<file path="src/rtl/trace_pkg.sv">
// Shared constants and types for the trace capture unit.
// Sync frame is FF FF FF 7F sent low nibble first.
package trace_pkg;

    localparam logic [3:0] SYNC_RUN_NIBBLE = 4'hF;
    localparam logic [3:0] SYNC_END_NIBBLE = 4'h7;
    localparam int unsigned SYNC_RUN_LEN = 7;
    localparam logic [2:0] RUN_MAX = 3'(SYNC_RUN_LEN);

    typedef enum logic {
        HUNT   = 1'b0,
        LOCKED = 1'b1
    } state_t;

    // Saturating count of consecutive 0xF nibbles.
    function automatic logic [2:0] next_run(
        input logic [2:0] run,
        input logic [3:0] nib
    );
        if (nib != SYNC_RUN_NIBBLE) begin
            return 3'd0;
        end
        return (run == RUN_MAX) ? run : run + 3'd1;
    endfunction

endpackage

</file>
<file path="src/rtl/trace_byte_fifo.sv">
// First-word-fall-through byte FIFO for assembled trace bytes.
// A pop frees a slot in the same cycle, so push on full+pop is accepted.
module trace_byte_fifo #(
    parameter int FIFO_DEPTH = 16
) (
    input  logic       clk,
    input  logic       reset_n,
    input  logic       push,
    input  logic [7:0] push_data,
    input  logic       pop,
    output logic [7:0] head,
    output logic       full,
    output logic       empty
);

    localparam int AW = $clog2(FIFO_DEPTH);

    logic [7:0]    mem [FIFO_DEPTH];
    logic [AW-1:0] wr_ptr;
    logic [AW-1:0] rd_ptr;
    logic [AW:0]   count;
    logic          push_ok;
    logic          pop_ok;

    assign full    = (count == (AW+1)'(FIFO_DEPTH));
    assign empty   = (count == '0);
    assign pop_ok  = pop && !empty;
    assign push_ok = push && (!full || pop_ok);
    assign head    = empty ? 8'h00 : mem[rd_ptr];

    always_ff @(posedge clk) begin
        if (push_ok) begin
            mem[wr_ptr] <= push_data;
        end
    end

    always_ff @(posedge clk or negedge reset_n) begin
        if (!reset_n) begin
            wr_ptr <= '0;
            rd_ptr <= '0;
            count  <= '0;
        end else begin
            if (push_ok) begin
                wr_ptr <= wr_ptr + 1'b1;
            end
            if (pop_ok) begin
                rd_ptr <= rd_ptr + 1'b1;
            end
            case ({push_ok, pop_ok})
                2'b10:   count <= count + 1'b1;
                2'b01:   count <= count - 1'b1;
                default: count <= count;
            endcase
        end
    end

endmodule

</file>
<file path="src/rtl/trace_capture.sv">
// Nibble-stream trace capture: finds FF FF FF 7F sync, assembles bytes
// and queues them in a FWFT FIFO for the consumer.
module trace_capture
    import trace_pkg::*;
#(
    parameter int FIFO_DEPTH = 16
) (
    input  logic       clk,
    input  logic       reset_n,
    input  logic       I_arm,
    input  logic [3:0] TRACEDATA,
    input  logic       I_clear_overflow,
    output logic [7:0] O_data,
    output logic       O_valid,
    input  logic       I_ready,
    output logic       O_locked,
    output logic       O_overflow,
    output logic [7:0] O_resync_count
);

    state_t     state;
    state_t     state_n;
    logic       phase;
    logic       phase_n;
    logic [3:0] low_nib;
    logic [3:0] low_nib_n;
    logic [2:0] run;
    logic [2:0] run_n;
    logic       sync;
    logic       push;
    logic       resync_inc;
    logic       pop;
    logic       full;
    logic       empty;
    logic       drop;
    logic [7:0] push_data;

    assign sync = (TRACEDATA == SYNC_END_NIBBLE) && (run == RUN_MAX);
    assign push_data = {TRACEDATA, low_nib};

    always_comb begin
        state_n    = state;
        phase_n    = phase;
        low_nib_n  = low_nib;
        run_n      = run;
        push       = 1'b0;
        resync_inc = 1'b0;
        if (!I_arm) begin
            state_n = HUNT;
            phase_n = 1'b0;
            run_n   = 3'd0;
        end else begin
            run_n = next_run(run, TRACEDATA);
            unique case (state)
                HUNT: begin
                    if (sync) begin
                        state_n = LOCKED;
                        phase_n = 1'b0;
                    end
                end
                LOCKED: begin
                    if (phase) begin
                        push    = 1'b1;
                        phase_n = 1'b0;
                    end else if (sync) begin
                        // Sync landed on a low-nibble slot: realign, drop it.
                        resync_inc = 1'b1;
                    end else begin
                        low_nib_n = TRACEDATA;
                        phase_n   = 1'b1;
                    end
                end
            endcase
        end
    end

    always_ff @(posedge clk or negedge reset_n) begin
        if (!reset_n) begin
            state   <= HUNT;
            phase   <= 1'b0;
            low_nib <= 4'h0;
            run     <= 3'd0;
        end else begin
            state   <= state_n;
            phase   <= phase_n;
            low_nib <= low_nib_n;
            run     <= run_n;
        end
    end

    assign pop  = !empty && I_ready;
    assign drop = push && full && !pop;

    always_ff @(posedge clk or negedge reset_n) begin
        if (!reset_n) begin
            O_overflow     <= 1'b0;
            O_resync_count <= 8'h00;
        end else begin
            if (drop) begin
                O_overflow <= 1'b1;
            end else if (I_clear_overflow) begin
                O_overflow <= 1'b0;
            end
            if (resync_inc && (O_resync_count != 8'hFF)) begin
                O_resync_count <= O_resync_count + 8'h01;
            end
        end
    end

    trace_byte_fifo #(
        .FIFO_DEPTH(FIFO_DEPTH)
    ) u_fifo (
        .clk      (clk),
        .reset_n  (reset_n),
        .push     (push),
        .push_data(push_data),
        .pop      (pop),
        .head     (O_data),
        .full     (full),
        .empty    (empty)
    );

    assign O_valid  = !empty;
    assign O_locked = (state == LOCKED);

endmodule

</file>
<file path="config.mk">
export PLATFORM = sky130hd
export DESIGN_NAME = trace_capture
export DESIGN_NICKNAME = d
export VERILOG_FILES = /design/src/rtl/trace_pkg.sv /design/src/rtl/trace_byte_fifo.sv /design/src/rtl/trace_capture.sv
export SDC_FILE = /design/constraint.sdc
export NUM_CORES = 1
export LEC_CHECK = 0
export ABC_CLOCK_PERIOD_IN_PS = 4510
export CORE_UTILIZATION = 65
export DETAILED_ROUTE_END_ITERATION = 16
export GPL_ROUTABILITY_DRIVEN = 1
export GPL_TIMING_DRIVEN = 0
export PLACE_DENSITY = 0.85
export SLEW_MARGIN = 20
export SYNTH_ARGS = -nofsm -noshare
export SYNTH_HDL_FRONTEND = slang
export SYNTH_SLANG_ARGS = --single-unit
</file>
<file path="constraint.sdc">
create_clock -name clk -period 4.51 [get_ports clk]
set_input_delay 0.902 -clock clk [delete_from_list [all_inputs] [get_ports clk]]
set_output_delay 0.902 -clock clk [all_outputs]
set_load 0.1 [all_outputs]
</file>
==> results.yml <==
clocking:
  cts_setup_buffers: 0
  cts_made_buffers: 17
  clk_latency_ns: 0.53
  post_cts_resize_count: 0
  cts_tree: "built"
  cts_root_buf: "clkbuf_8"
  holdBufCountCts: 0
  h-tree-depth: 4
  clock-sinks: 159
  cts_max_path_buffers: 2
  cts.clk_slew.worst_paths_ns: 0.06
cells_and_area:
  final_common_cell: "edfxtp_1"
  nFillCells: 512
  drive_gt1_share_pct: 18.7
  layout_common_cells: "edfxtp_1, dfrtp_1, clkdlybuf4s50_1"
  num_antenna_cells: 0
  area_growth_pct: 15.8
  finalNetCount: 453
  finalNonFillerCells: 578
routing:
  routed_via_density: 6.48
  routed_wl_um: 13900
  num_vias: 3747
  wl_per_cell_um: 24.0
  drc: 0
  postRouteAntennaNets: 0
  firstDrtPassIters: 7
  drtIter0Drc: 380
logic_synthesis:
  synth_edf_count: 128
  ys_types: 49
  ys_seq_area_share_pct: 68.4
  synth_cells: 382
  synth.avg_cell_area_um2: 17.7
  ys_warn_count: 0
  synthFlopType: "edfxtp_1"
  synth_seq_cells: 159
  synth_top_area_share_pct: 56.9
  yosys.area.top_type: "edfxtp_1"
  syn-cell-area_mm2: 0.00676
  synthTopCellsByArea: "edfxtp_1, dfrtp_1, mux4_2"
  async_flop_share_pct: 19.5
  syn-num-nets: 403
sta:
  setup_violations: 0
  clock_skew_ns: 0.00647
  max_clock_freq_mhz: 235
  fin_crit_sh_pct: 94.4
  hold_viol: 0
  slew_headroom_pct: 34.1
  slew_violations: 0
  rsz0062_at_grt: "false"
  fin_setup_tns_ns: 0
  tightest_slew_ns: 0.985
  finalCriticalPeriod_ns: 4.26
placed_design:
  gp_congestion: 0.804
  dpl.cell_count: 546
  place.detailed.hpwl_um: 8360
  port_buffers: 27
floorplan:
  core_mm2: 0.00991
  row_count: 36
  die_height_um: 104
  dieArea_mm2: 0.0108
  die-width_um: 104
  start_util_pct: 68.2
  ios: 28
global_routing:
  grt_antenna_before_repair: 0
  grt_usage_pct: 28.2
  grt_max_degree: 32
  overflow: 0
  grt_pass1_vias: 3919
  grt_pass1_wl_um: 21700
worst_setup_path:
  cp-start-kind: "register"
  crit_path_end_kind: "primary output"
  path_buf_inv: 3
  cp_data_required_time_ns: 3.61
  r2r-end: "u_fifo.count[4]$_DFFE_PN0P_"
  path_class: "register to primary output"
  cp_max_fo: 10
  critPathTopFamily: "buffers and inverters"
  rrSetupSlack_ns: 1.22
  arrival_ns: 3.36
  path_cells: "buf_6, buf_12, mux4_1, mux2_2, o21ai_1, a21oi_1, clkdlybuf4s50_1"
  cp_slowest_cell: "clkdlybuf4s50_1"
  rr_worst_depth: 13
  cpPeakStageDelay_ns: 0.98
  rr_startpoint: "u_fifo.count[1]$_DFFE_PN0P_"
pwr:
  peakVddDrop_mv: 0.898
  p_per_area_mw_per_mm2: 626
  p_leak_nw: 2.80
outcome:
  status: "finished clean"
worst_hold_path:
  hp-class: "input port to async pin"
run:
  max_cap_violations: 0
cell usage after synthesis, types with 2 or more instances:
library cell / count
nor3_1: 2
nand3_1: 7
mux4_1: 9
nand4_1: 5
mux4_2: 23
xnor2_1: 13
inv_1: 12
nand3b_1: 2
and4_1: 2
mux2_2: 9
edfxtp_1: 128
mux2i_1: 10
and3_1: 5
xor2_1: 4
nand2_1: 10
buf_4: 2
dfrtp_1: 31
and2_1: 10
nor2_1: 12
clkbuf_1: 4
or2_1: 2
o21ai_1: 11
mux2_1: 5
nor4_1: 4
buf_2: 4
a21oi_1: 12
ha_1: 12
nand2b_1: 4
nor3b_1: 4
buf_6: 5
report_power, final:
group / leakage (nW) / internal (W) / switching [W] / total [W]
clock network: 0.288 / 0.000912 / 0.000524 / 0.00144
registers: 1.55 / 0.00164 / 0.0000640 / 0.00171
logic: 0.963 / 0.000666 / 0.00109 / 0.00176
total: 2.80 / 0.00322 / 0.00168 / 0.00490
area by class of cell:
class	instances	area (um2)	area share, %
clock buffers	25	454	5.80
clock inverters	7	135	1.73
flip-flops and latches	159	4620	59.0
repair buffers	31	288	3.68
plain buffers	17	141	1.81
multi-input cells	193	1970	25.2
inverters	13	48.8	0.624
well taps	133	166	2.13
worst register-to-register path, stage by stage, from the launching register on:
cell      delay, ns
dfrtp_1        0.36
buf_2          0.16
nor4_2         0.43
nand2b_1       0.24
nand2_1        0.23
inv_1          0.10
ha_1           0.22
clkbuf_1       0.23
xor2_1         0.22
ha_1           0.22
o211ai_1       0.21
nand2b_1       0.09
a221o_1        0.32
nor3_1         0.17
registers in the layout (all words and copies together), names as in the netlist:
register        count
run                 3
u_fifo.mem        128
low_nib             4
O_overflow          1
O_resync_count      8
O_locked            1
u_fifo.wr_ptr       4
phase               1
u_fifo.count        5
u_fifo.rd_ptr       4
stage by stage:
step	power, W	utilization [%]	hold slack (ns)	area, um2	setup slack (ns)
finish	0.00490	79.0	0.431	7830	0.252
floorplan	0.00310	-	0.493	6760	0.951
detailed placement	0.00347	73.0	0.505	7240	0.601
CTS	0.00491	79.0	0.437	7830	0.223
global placement	0.00343	72.6	0.493	7190	0.622
global route	0.00506	79.0	0.481	7830	0.163
worst max path at each step:
stage	from	endpoint	slack [ns]	cells after the start
3_5_place_dp	I_arm	u_fifo.count[4]$_DFFE_PN0P_	0.60	12
6_report	u_fifo.rd_ptr[1]$_DFFE_PN0P_	O_data[5]	0.25	7
5_1_grt	u_fifo.rd_ptr[1]$_DFFE_PN0P_	O_data[5]	0.16	7
3_3_place_gp	I_arm	u_fifo.mem[1][0]$_DFFE_PP_	0.62	5
4_1_cts	u_fifo.rd_ptr[1]$_DFFE_PN0P_	O_data[5]	0.22	7
2_1_floorplan	u_fifo.count[4]$_DFFE_PN0P_	O_data[0]	0.95	5
kinds of logic (layout without fill, tap and decap cells):
kind of cell | Yosys count | after routing | share of synthesized area, %
DFF | 159 | 159 | 68.4
AOI/OAI and AO/OA | 34 | 34 | 3.15
adders and majority gates | 12 | 12 | 2.22
and+or+nand+nor | 74 | 74 | 6.28
muxes | 56 | 56 | 15.0
buffers and inverters | 30 | 93 | 2.81
xor gates and xnor gates | 17 | 17 | 2.20
layer usage:
layer | GRT usage [%] | up-vias | wire [um]
li1 | - | 1610 | -
met1 | 35.9 | 1896 | 5350
met2 | 43.9 | 201 | 6810
met3 | 7.77 | 40 | 1140
met4 | 16.4 | 0 | 550
met5 | 0 | - | 0
No activity file was read; power rests on OpenSTA's default activity.
